**src/rtl/key_led_pkg.sv**
```systemverilog
// Shared types and helpers for the key-driven LED controller.
// Mode encoding, per-mode LED entry values and the per-step LED update live here.
`timescale 1ns/1ps
package key_led_pkg;

  typedef enum logic [1:0] {
    MODE_IDLE  = 2'd0,
    MODE_FLOW  = 2'd1,
    MODE_BLINK = 2'd2,
    MODE_COUNT = 2'd3
  } mode_e;

  localparam logic [3:0] LED_ENTRY_IDLE  = 4'b0000;
  localparam logic [3:0] LED_ENTRY_FLOW  = 4'b0001;
  localparam logic [3:0] LED_ENTRY_BLINK = 4'b1111;
  localparam logic [3:0] LED_ENTRY_COUNT = 4'b0000;

  localparam int NUM_SPEED = 4;

  function automatic mode_e mode_next(input mode_e cur);
    mode_e nxt;
    case (cur)
      MODE_IDLE:  nxt = MODE_FLOW;
      MODE_FLOW:  nxt = MODE_BLINK;
      MODE_BLINK: nxt = MODE_COUNT;
      MODE_COUNT: nxt = MODE_IDLE;
      default:    nxt = MODE_IDLE;
    endcase
    return nxt;
  endfunction

  function automatic logic [3:0] led_entry(input mode_e m);
    logic [3:0] val;
    case (m)
      MODE_IDLE:  val = LED_ENTRY_IDLE;
      MODE_FLOW:  val = LED_ENTRY_FLOW;
      MODE_BLINK: val = LED_ENTRY_BLINK;
      MODE_COUNT: val = LED_ENTRY_COUNT;
      default:    val = LED_ENTRY_IDLE;
    endcase
    return val;
  endfunction

  // One animation step: rotate, invert or count depending on the mode.
  function automatic logic [3:0] led_advance(input mode_e m, input logic [3:0] cur);
    logic [3:0] val;
    case (m)
      MODE_IDLE:  val = 4'b0000;
      MODE_FLOW:  val = {cur[2:0], cur[3]};
      MODE_BLINK: val = ~cur;
      MODE_COUNT: val = cur + 4'd1;
      default:    val = 4'b0000;
    endcase
    return val;
  endfunction

endpackage

```
**src/rtl/key_debounce.sv**
```systemverilog
// Per-key synchroniser, debouncer and press (falling-edge) detector.
// The press pulse is registered from the stable level, so it lands DEBOUNCE_CNT+3 edges after the key falls.
`timescale 1ns/1ps
module key_debounce
  import key_led_pkg::*;
#(
  parameter int DEBOUNCE_CNT = 1_000_000
) (
  input  logic clk,
  input  logic rst,
  input  logic key_in,
  output logic press_pulse
);

  localparam int CNT_W = $clog2(DEBOUNCE_CNT);
  localparam logic [CNT_W-1:0] CNT_LAST = CNT_W'(DEBOUNCE_CNT - 1);

  logic             sync1_q, sync1_d;
  logic             sync2_q, sync2_d;
  logic             stable_q, stable_d;
  logic             stable_dly_q, stable_dly_d;
  logic [CNT_W-1:0] cnt_q, cnt_d;
  logic             press_q, press_d;

  // Accept a new level only after it has differed from the stable level for DEBOUNCE_CNT cycles.
  always_comb begin
    sync1_d      = key_in;
    sync2_d      = sync1_q;
    stable_d     = stable_q;
    cnt_d        = cnt_q;
    stable_dly_d = stable_q;
    press_d      = stable_dly_q & ~stable_q;
    if (sync2_q != stable_q) begin
      if (cnt_q == CNT_LAST) begin
        stable_d = sync2_q;
        cnt_d    = '0;
      end else begin
        cnt_d = cnt_q + CNT_W'(1);
      end
    end else begin
      cnt_d = '0;
    end
  end

  // State registers; released (1) is the reset level for every key stage.
  always_ff @(posedge clk) begin
    if (rst) begin
      sync1_q      <= 1'b1;
      sync2_q      <= 1'b1;
      stable_q     <= 1'b1;
      stable_dly_q <= 1'b1;
      cnt_q        <= '0;
      press_q      <= 1'b0;
    end else begin
      sync1_q      <= sync1_d;
      sync2_q      <= sync2_d;
      stable_q     <= stable_d;
      stable_dly_q <= stable_dly_d;
      cnt_q        <= cnt_d;
      press_q      <= press_d;
    end
  end

  assign press_pulse = press_q;

endmodule

```
**src/rtl/key_led_ctrl.sv**
```systemverilog
// Two-key LED bank controller: key0 steps the display mode, key1 steps the animation speed.
// Events are serialised (key0 first, key1 deferred one cycle) and drive a per-speed step timer.
`timescale 1ns/1ps
module key_led_ctrl
  import key_led_pkg::*;
#(
  parameter int DEBOUNCE_CNT = 1_000_000,
  parameter int STEP_CNT     = 12_500_000
) (
  input  logic       clk,
  input  logic       rst,
  input  logic       key_in0,
  input  logic       key_in1,
  output logic [3:0] led,
  output logic [1:0] mode,
  output logic [1:0] speed
);

  localparam int STEP_W = $clog2(STEP_CNT);
  localparam logic [1:0] SPEED_MAX = 2'(NUM_SPEED - 1);

  logic press0;
  logic press1;

  key_debounce #(.DEBOUNCE_CNT(DEBOUNCE_CNT)) u_deb0 (
    .clk         (clk),
    .rst         (rst),
    .key_in      (key_in0),
    .press_pulse (press0)
  );

  key_debounce #(.DEBOUNCE_CNT(DEBOUNCE_CNT)) u_deb1 (
    .clk         (clk),
    .rst         (rst),
    .key_in      (key_in1),
    .press_pulse (press1)
  );

  mode_e             mode_q, mode_d;
  logic [1:0]        speed_q, speed_d;
  logic [3:0]        led_q, led_d;
  logic [STEP_W-1:0] step_q, step_d;
  logic              pend_q, pend_d;
  logic [STEP_W-1:0] step_limit;
  logic              apply_mode;
  logic              apply_speed;

  // Scheduler plus mode/speed/LED update; an applied event always wins over a timer step.
  always_comb begin
    step_limit  = STEP_W'((STEP_CNT >> speed_q) - 1);
    apply_mode  = press0;
    apply_speed = ~press0 & (press1 | pend_q);
    pend_d      = press0 & (press1 | pend_q);
    mode_d      = mode_q;
    speed_d     = speed_q;
    led_d       = led_q;
    step_d      = step_q;
    if (apply_mode) begin
      mode_d = mode_next(mode_q);
      led_d  = led_entry(mode_next(mode_q));
      step_d = '0;
    end else if (apply_speed) begin
      if (speed_q == SPEED_MAX) begin
        speed_d = 2'd0;
      end else begin
        speed_d = speed_q + 2'd1;
      end
      step_d = '0;
    end else if (step_q == step_limit) begin
      step_d = '0;
      led_d  = led_advance(mode_q, led_q);
    end else begin
      step_d = step_q + STEP_W'(1);
    end
  end

  // Controller state registers.
  always_ff @(posedge clk) begin
    if (rst) begin
      mode_q  <= MODE_IDLE;
      speed_q <= 2'd0;
      led_q   <= LED_ENTRY_IDLE;
      step_q  <= '0;
      pend_q  <= 1'b0;
    end else begin
      mode_q  <= mode_d;
      speed_q <= speed_d;
      led_q   <= led_d;
      step_q  <= step_d;
      pend_q  <= pend_d;
    end
  end

  assign led   = led_q;
  assign mode  = mode_q;
  assign speed = speed_q;

endmodule

```
**config.mk**
```make
export PLATFORM = sky130hd
export DESIGN_NAME = key_led_ctrl
export DESIGN_NICKNAME = d
export VERILOG_FILES = /design/src/rtl/key_led_pkg.sv /design/src/rtl/key_debounce.sv /design/src/rtl/key_led_ctrl.sv
export SDC_FILE = /design/constraint.sdc
export NUM_CORES = 1
export LEC_CHECK = 0
export ABC_AREA = 1
export CAP_MARGIN = 30
export CORE_MARGIN = 2
export CORE_UTILIZATION = 65
export DETAILED_ROUTE_END_ITERATION = 10
export PLACE_DENSITY_LB_ADDON = 0.05
export SETUP_SLACK_MARGIN = 0.4
export SYNTH_ARGS = -nofsm -noshare
export SYNTH_HDL_FRONTEND = slang
export SYNTH_SLANG_ARGS = --single-unit
export TNS_END_PERCENT = 20
```
**constraint.sdc**
```tcl
create_clock -name clk -period 3.5 [get_ports clk]
set_input_delay 1.05 -clock clk [delete_from_list [all_inputs] [get_ports clk]]
set_output_delay 1.05 -clock clk [all_outputs]
set_load 0.02 [all_outputs]
```
Word level (Yosys, flattened, before mapping)
Cells that the tools add are included.
- add/subtract/negate cells: 6
- multiply operators: 0
- div/mod/pow operators: 0
- order comparisons: 0
- equal/unequal tests: 13
- shifts and indexed selects: 1
- multiplexer cells: 8
- bitwise logic cells: 11
- reduce and logical (&&, ||, !) cells: 11
- operator list (cell ; number):
    adder 20 x 1 -> 20 bit, second input constant ; 2
    equality test 20 bit, second input constant ; 2
    adder 24 x 1 -> 24 bit, second input constant ; 1
    equality test 24 bit ; 1
    >> shifter 24 x 2 -> 24 bit, first input constant ; 1
    subtractor 24 x 2 -> 24 bit, second input constant ; 1
    one-hot mux 4 bit (4 select lines) ; 1
    2-to-1 mux 4 bit ; 3
    one-hot mux 4 bit (3 select lines) ; 1
    equality test 2 bit, second input constant ; 5
    one-hot mux 2 bit (4 select lines) ; 1
    AND reduction 2 bit ; 4
    OR reduction 3 bit ; 2
    NOT 1 bit ; 5
    adder 4 x 1 -> 4 bit, second input constant ; 1
    AND 1 bit ; 4
    equality test 2 x 1 -> 1 bit, second input constant ; 2
    logical NOT 2 bit ; 2
    2-to-1 mux 2 bit ; 2
    NOT 4 bit ; 1
    OR reduction 4 bit ; 1
    adder 2 x 1 -> 2 bit, second input constant ; 1
    inequality test 1 bit ; 2
    inequality test 2 x 1 -> 1 bit, second input constant ; 1
    other kinds (3) ; 3
- register bits after elaboration: 83
- latch bits: 0
- memory bits (writable): 0
- bits in read-only memories: 0
- memories: 0

Depth between registers and ports, before layout
- word-level depth: 7
- mapped depth: 15
- mapped depth without buffers: 14

Modules after synthesis
From an unflattened synthesis, not the netlist that was laid out.
- cells, all modules: 666
- area total of the unflattened synthesis: 4748.3 µm²
- by module, submodules not included (module ; instances ; cells each ; area each (µm²) ; sequential area each (µm²)):
    key_debounce ; 2 ; 157 ; 1213.7 ; 500.5
    key_led_ctrl ; 1 ; 352 ; 2321.0 ; 660.6

Least setup slack after synthesis
No wires, ideal clock.
- kind: register -> register
- from: reg speed_q[0] (netlist: speed[0])
- to: reg step_q[11]
- setup time: 0.116 ns
- arrival: 2.242 ns
- setup slack: 1.142 ns
- stages on the path, launching flop included: 16
- period minus slack after synthesis: 2.358 ns
- cells stage by stage: dfxtp_1 inv_1 ha_1 inv_1 ha_1 nand2_1 nand2_1 nor2_1 nand2_1 nor2_1 nand2_2 o21bai_4 or2_1 buf_6 buf_6 nor2_1
- cells in the longest elaborated chain, start to end: 4
- ends and longest elaborated chain (what ; RTL line ; text):
    from (decl) ; key_led_ctrl.sv:40 ; logic [1:0] speed_q, speed_d;
    from (signal assigned) ; key_led_ctrl.sv:87 ; speed_q <= speed_d;
    >> shifter 24 x 2 -> 24 bit ; key_led_ctrl.sv:50 ; step_limit = STEP_W'((STEP_CNT >> speed_q) - 1);
    subtractor 24 x 2 -> 24 bit ; key_led_ctrl.sv:50 ;
    equality test 24 bit ; key_led_ctrl.sv:69 ; end else if (step_q == step_limit) begin
    OR reduction 4 bit (no line) ; -- ;
    to (signal assigned) ; key_led_ctrl.sv:89 ; step_q <= step_d;
    to (decl) ; key_led_ctrl.sv:42 ; logic [STEP_W-1:0] step_q, step_d;
No other way between the ends.
A chain may end at the register's enable or synchronous reset.

Final worst setup path
- from: reg speed_q[0] (netlist: speed[0])
- to: reg step_q[21]
Same word-level chain as after synthesis.

==> run metrics <==
status complete, no violations; syn_nets 670; Seq/Total Area, Yosys 37.44%; R2R setup slack 0.88 ns; most frequent cells in the layout 149 x nand2_1, 101 x inv_1, 95 x nor2_1; Crit path arrival time approximately 2.9 ns; overall die height 86.63 microns; total grt overflow 0; design area 4756 sq um; first-pass GRT wire length 15.24 mm; Die ar. 7505 sq um; Cell Pwr Density 329.4 nW/um^2; Initial Utilization 66.42%; CP max FO 23; Synth Register Bits 83; Rows 30; GR Util met3 6.190%; Worst-path clk slew 0.07 ns; EDFF count, synth 0; clock skew 0.004045 ns; Layout fillers 574; type of origin of the critical path flip-flop; Die Wd 86.63 microns; Post-CTS Setup Bufs 0; ys async rst share 0%; yosys warns 0; min-delay worst type flip-flop to flip-flop; Post-CTS Hold Buffers 0; Netlist cell types 32; dpl hpwl 6.560 mm; placed inst area 4596 sq um; Final period util approximately 75%; layout cells sized above 1 under 10%; IO Port Bufs 11; final WL roughly 8.7 mm; DR iter-0 viols 208; final-report max-slew violation count 0; Static Leak roughly 1.8 nW; synthesized area 4438 sq um; r2r endpoint step_q[21]; wire length per cell approximately 12 microns; Syn Inst Count 648; GR Util met2 41.54%; setup_tns 0 ns; most common cell after layout, fill and taps aside nand2_1; Routed Antenna Nets 0; first drt pass iteration count 4; CTS Buf Count 9; largest net degree at the start of global routing 24; clk sink count 83; RSZ-0062 raised after global routing false; number of global-route vias before repair 3607; VDD IR max 0.1945 mV; Worst Tran Pin Value 0.4362 ns; final net count between 600 and 700; final RePlAce weighted congestion 0.9161; Worst slew margin 70.65%; ys flop type dfxtp_1; initial antenna violation count 0; TritonCTS clock tree built; path depth of the worst reg2reg path 14; GR peak layer met2; CTS max path bufs 2; reg2reg start speed[0]; Vias 3922; core area 6681 sq um; total design power 1.566 mW; P&R area growth vs syn 7.161%; CTS resizes 0; Top-Level Pins 12; Worst setup endpoint step_q[21]; Mapped Avg Cell Area a little under 7 sq um; routed vias/inst 5.250; Inserted Diodes 0; # setup viols final 0; final-report hold violation count 0; Root Driver clkbuf_8; H-Tree Depth 3; Crit. Startpoint speed[0]; fmax 382.2 MHz; worst setup path class flip-flop to flip-flop; GR Util met1 31.48%; required time of the critical path 3.73 ns; CP Capture Type flip-flop; Clk Latency, worst-skew pair roughly 0.35 ns; # DRC 0; total track usage 25.00%; MaxCap Viol Count 0; Period minus WS final 2.617 ns
layer usage:
metal	part of all wire [%]	routed length, microns
met4	2.1	179
met2	47	4110
met1	47	4053
met5	0	0
met3	4.2	365
cells in the mapped netlist, drive strengths merged (7+ instances only):
master  count  area, sq um
xor2       29        254.0
or2         7        43.80
nor2      104        412.9
nor4        8        50.05
nand3      32        160.2
ha         18        225.2
buf         8        67.56
a21oi      24        120.1
nor3       39        200.2
inv       102        382.9
nand2     150        565.6
o21ai       7        35.03
dfxtp      83         1662
nand4      17        106.4
per-stage QoR:
step | setup slack [ns] | utilization (%) | hold WS, ns | instances
after floorplan | 1.142 | - | 0.3895 | 648
after global placement | 0.6977 | 68.78 | 0.3937 | 732
after detailed placement | 0.6325 | 68.78 | 0.4014 | 732
after CTS | 0.8824 | 71.18 | 0.4221 | 747
after global routing | 0.5939 | 71.18 | 0.4367 | 747
final | 0.8835 | 71.18 | 0.4172 | 747
power breakdown:
part	internal, mW	total [mW]	switching [mW]
Combinational	0.0114	0.0302	0.0188
Clock	0.270	0.584	0.314
Sequential	0.949	0.952	0.00323
Total	1.23	1.57	0.336
cell type report:
type                            count  area (sq um)  area share, %
Tap cell                           80         100.1          2.105
Clock buffer                       12         145.1          3.052
Timing Repair Buffer               14         132.6          2.789
Multi-Input combinational cell    452          2315          48.67
Sequential cell                    83          1662          34.94
Inverter                          103         386.6          8.129
Clock inverter                      3         15.01         0.3157
kinds of logic (layout without fill, tap and decap cells):
kind of cell | after synthesis | count (layout) | synth area share [%]
AO/OA/AOI/OAI | 40 | 40 | 5.188
XOR/XNOR | 34 | 34 | 6.710
adder cells (fa/ha/maj) | 18 | 18 | 5.075
buffers and inverters | 113 | 132 | 10.40
flip-flops | 83 | 83 | 37.44
AND/OR/NAND/NOR | 360 | 360 | 35.18
critical path, cell delays in order (launching register included):
cell	delay (ns)
dfxtp_1	0.51
inv_1	0.19
ha_1	0.27
inv_1	0.06
ha_1	0.23
nand2_1	0.07
nand2_1	0.05
nor2_1	0.08
nand2_1	0.06
nor2_1	0.13
nand2_2	0.09
o21bai_4	0.25
or2_1	0.14
buf_4	0.27
nor2_1	0.09
worst min path at each step:
stage | from | to | slack, ns | depth (start not counted)
after floorplan | u_deb0.sync1_q | u_deb0.sync2_q | 0.39 | 1
after global placement | u_deb1.sync1_q | u_deb1.sync2_q | 0.39 | 1
after detailed placement | u_deb1.sync1_q | u_deb1.sync2_q | 0.40 | 1
after CTS | u_deb1.sync1_q | u_deb1.sync2_q | 0.42 | 1
after global routing | u_deb1.sync1_q | u_deb1.sync2_q | 0.44 | 1
final | u_deb1.sync1_q | u_deb1.sync2_q | 0.42 | 1
state kept, by name (all words and copies together) (netlist names), 2 cells and up:
| name | cells |
|---|---|
| step_q | 24 |
| led | 4 |
| speed | 2 |
| u_deb0.cnt_q | 20 |
| mode | 2 |
| u_deb1.cnt_q | 20 |
Note: power is estimated with default switching activity, not from simulation.
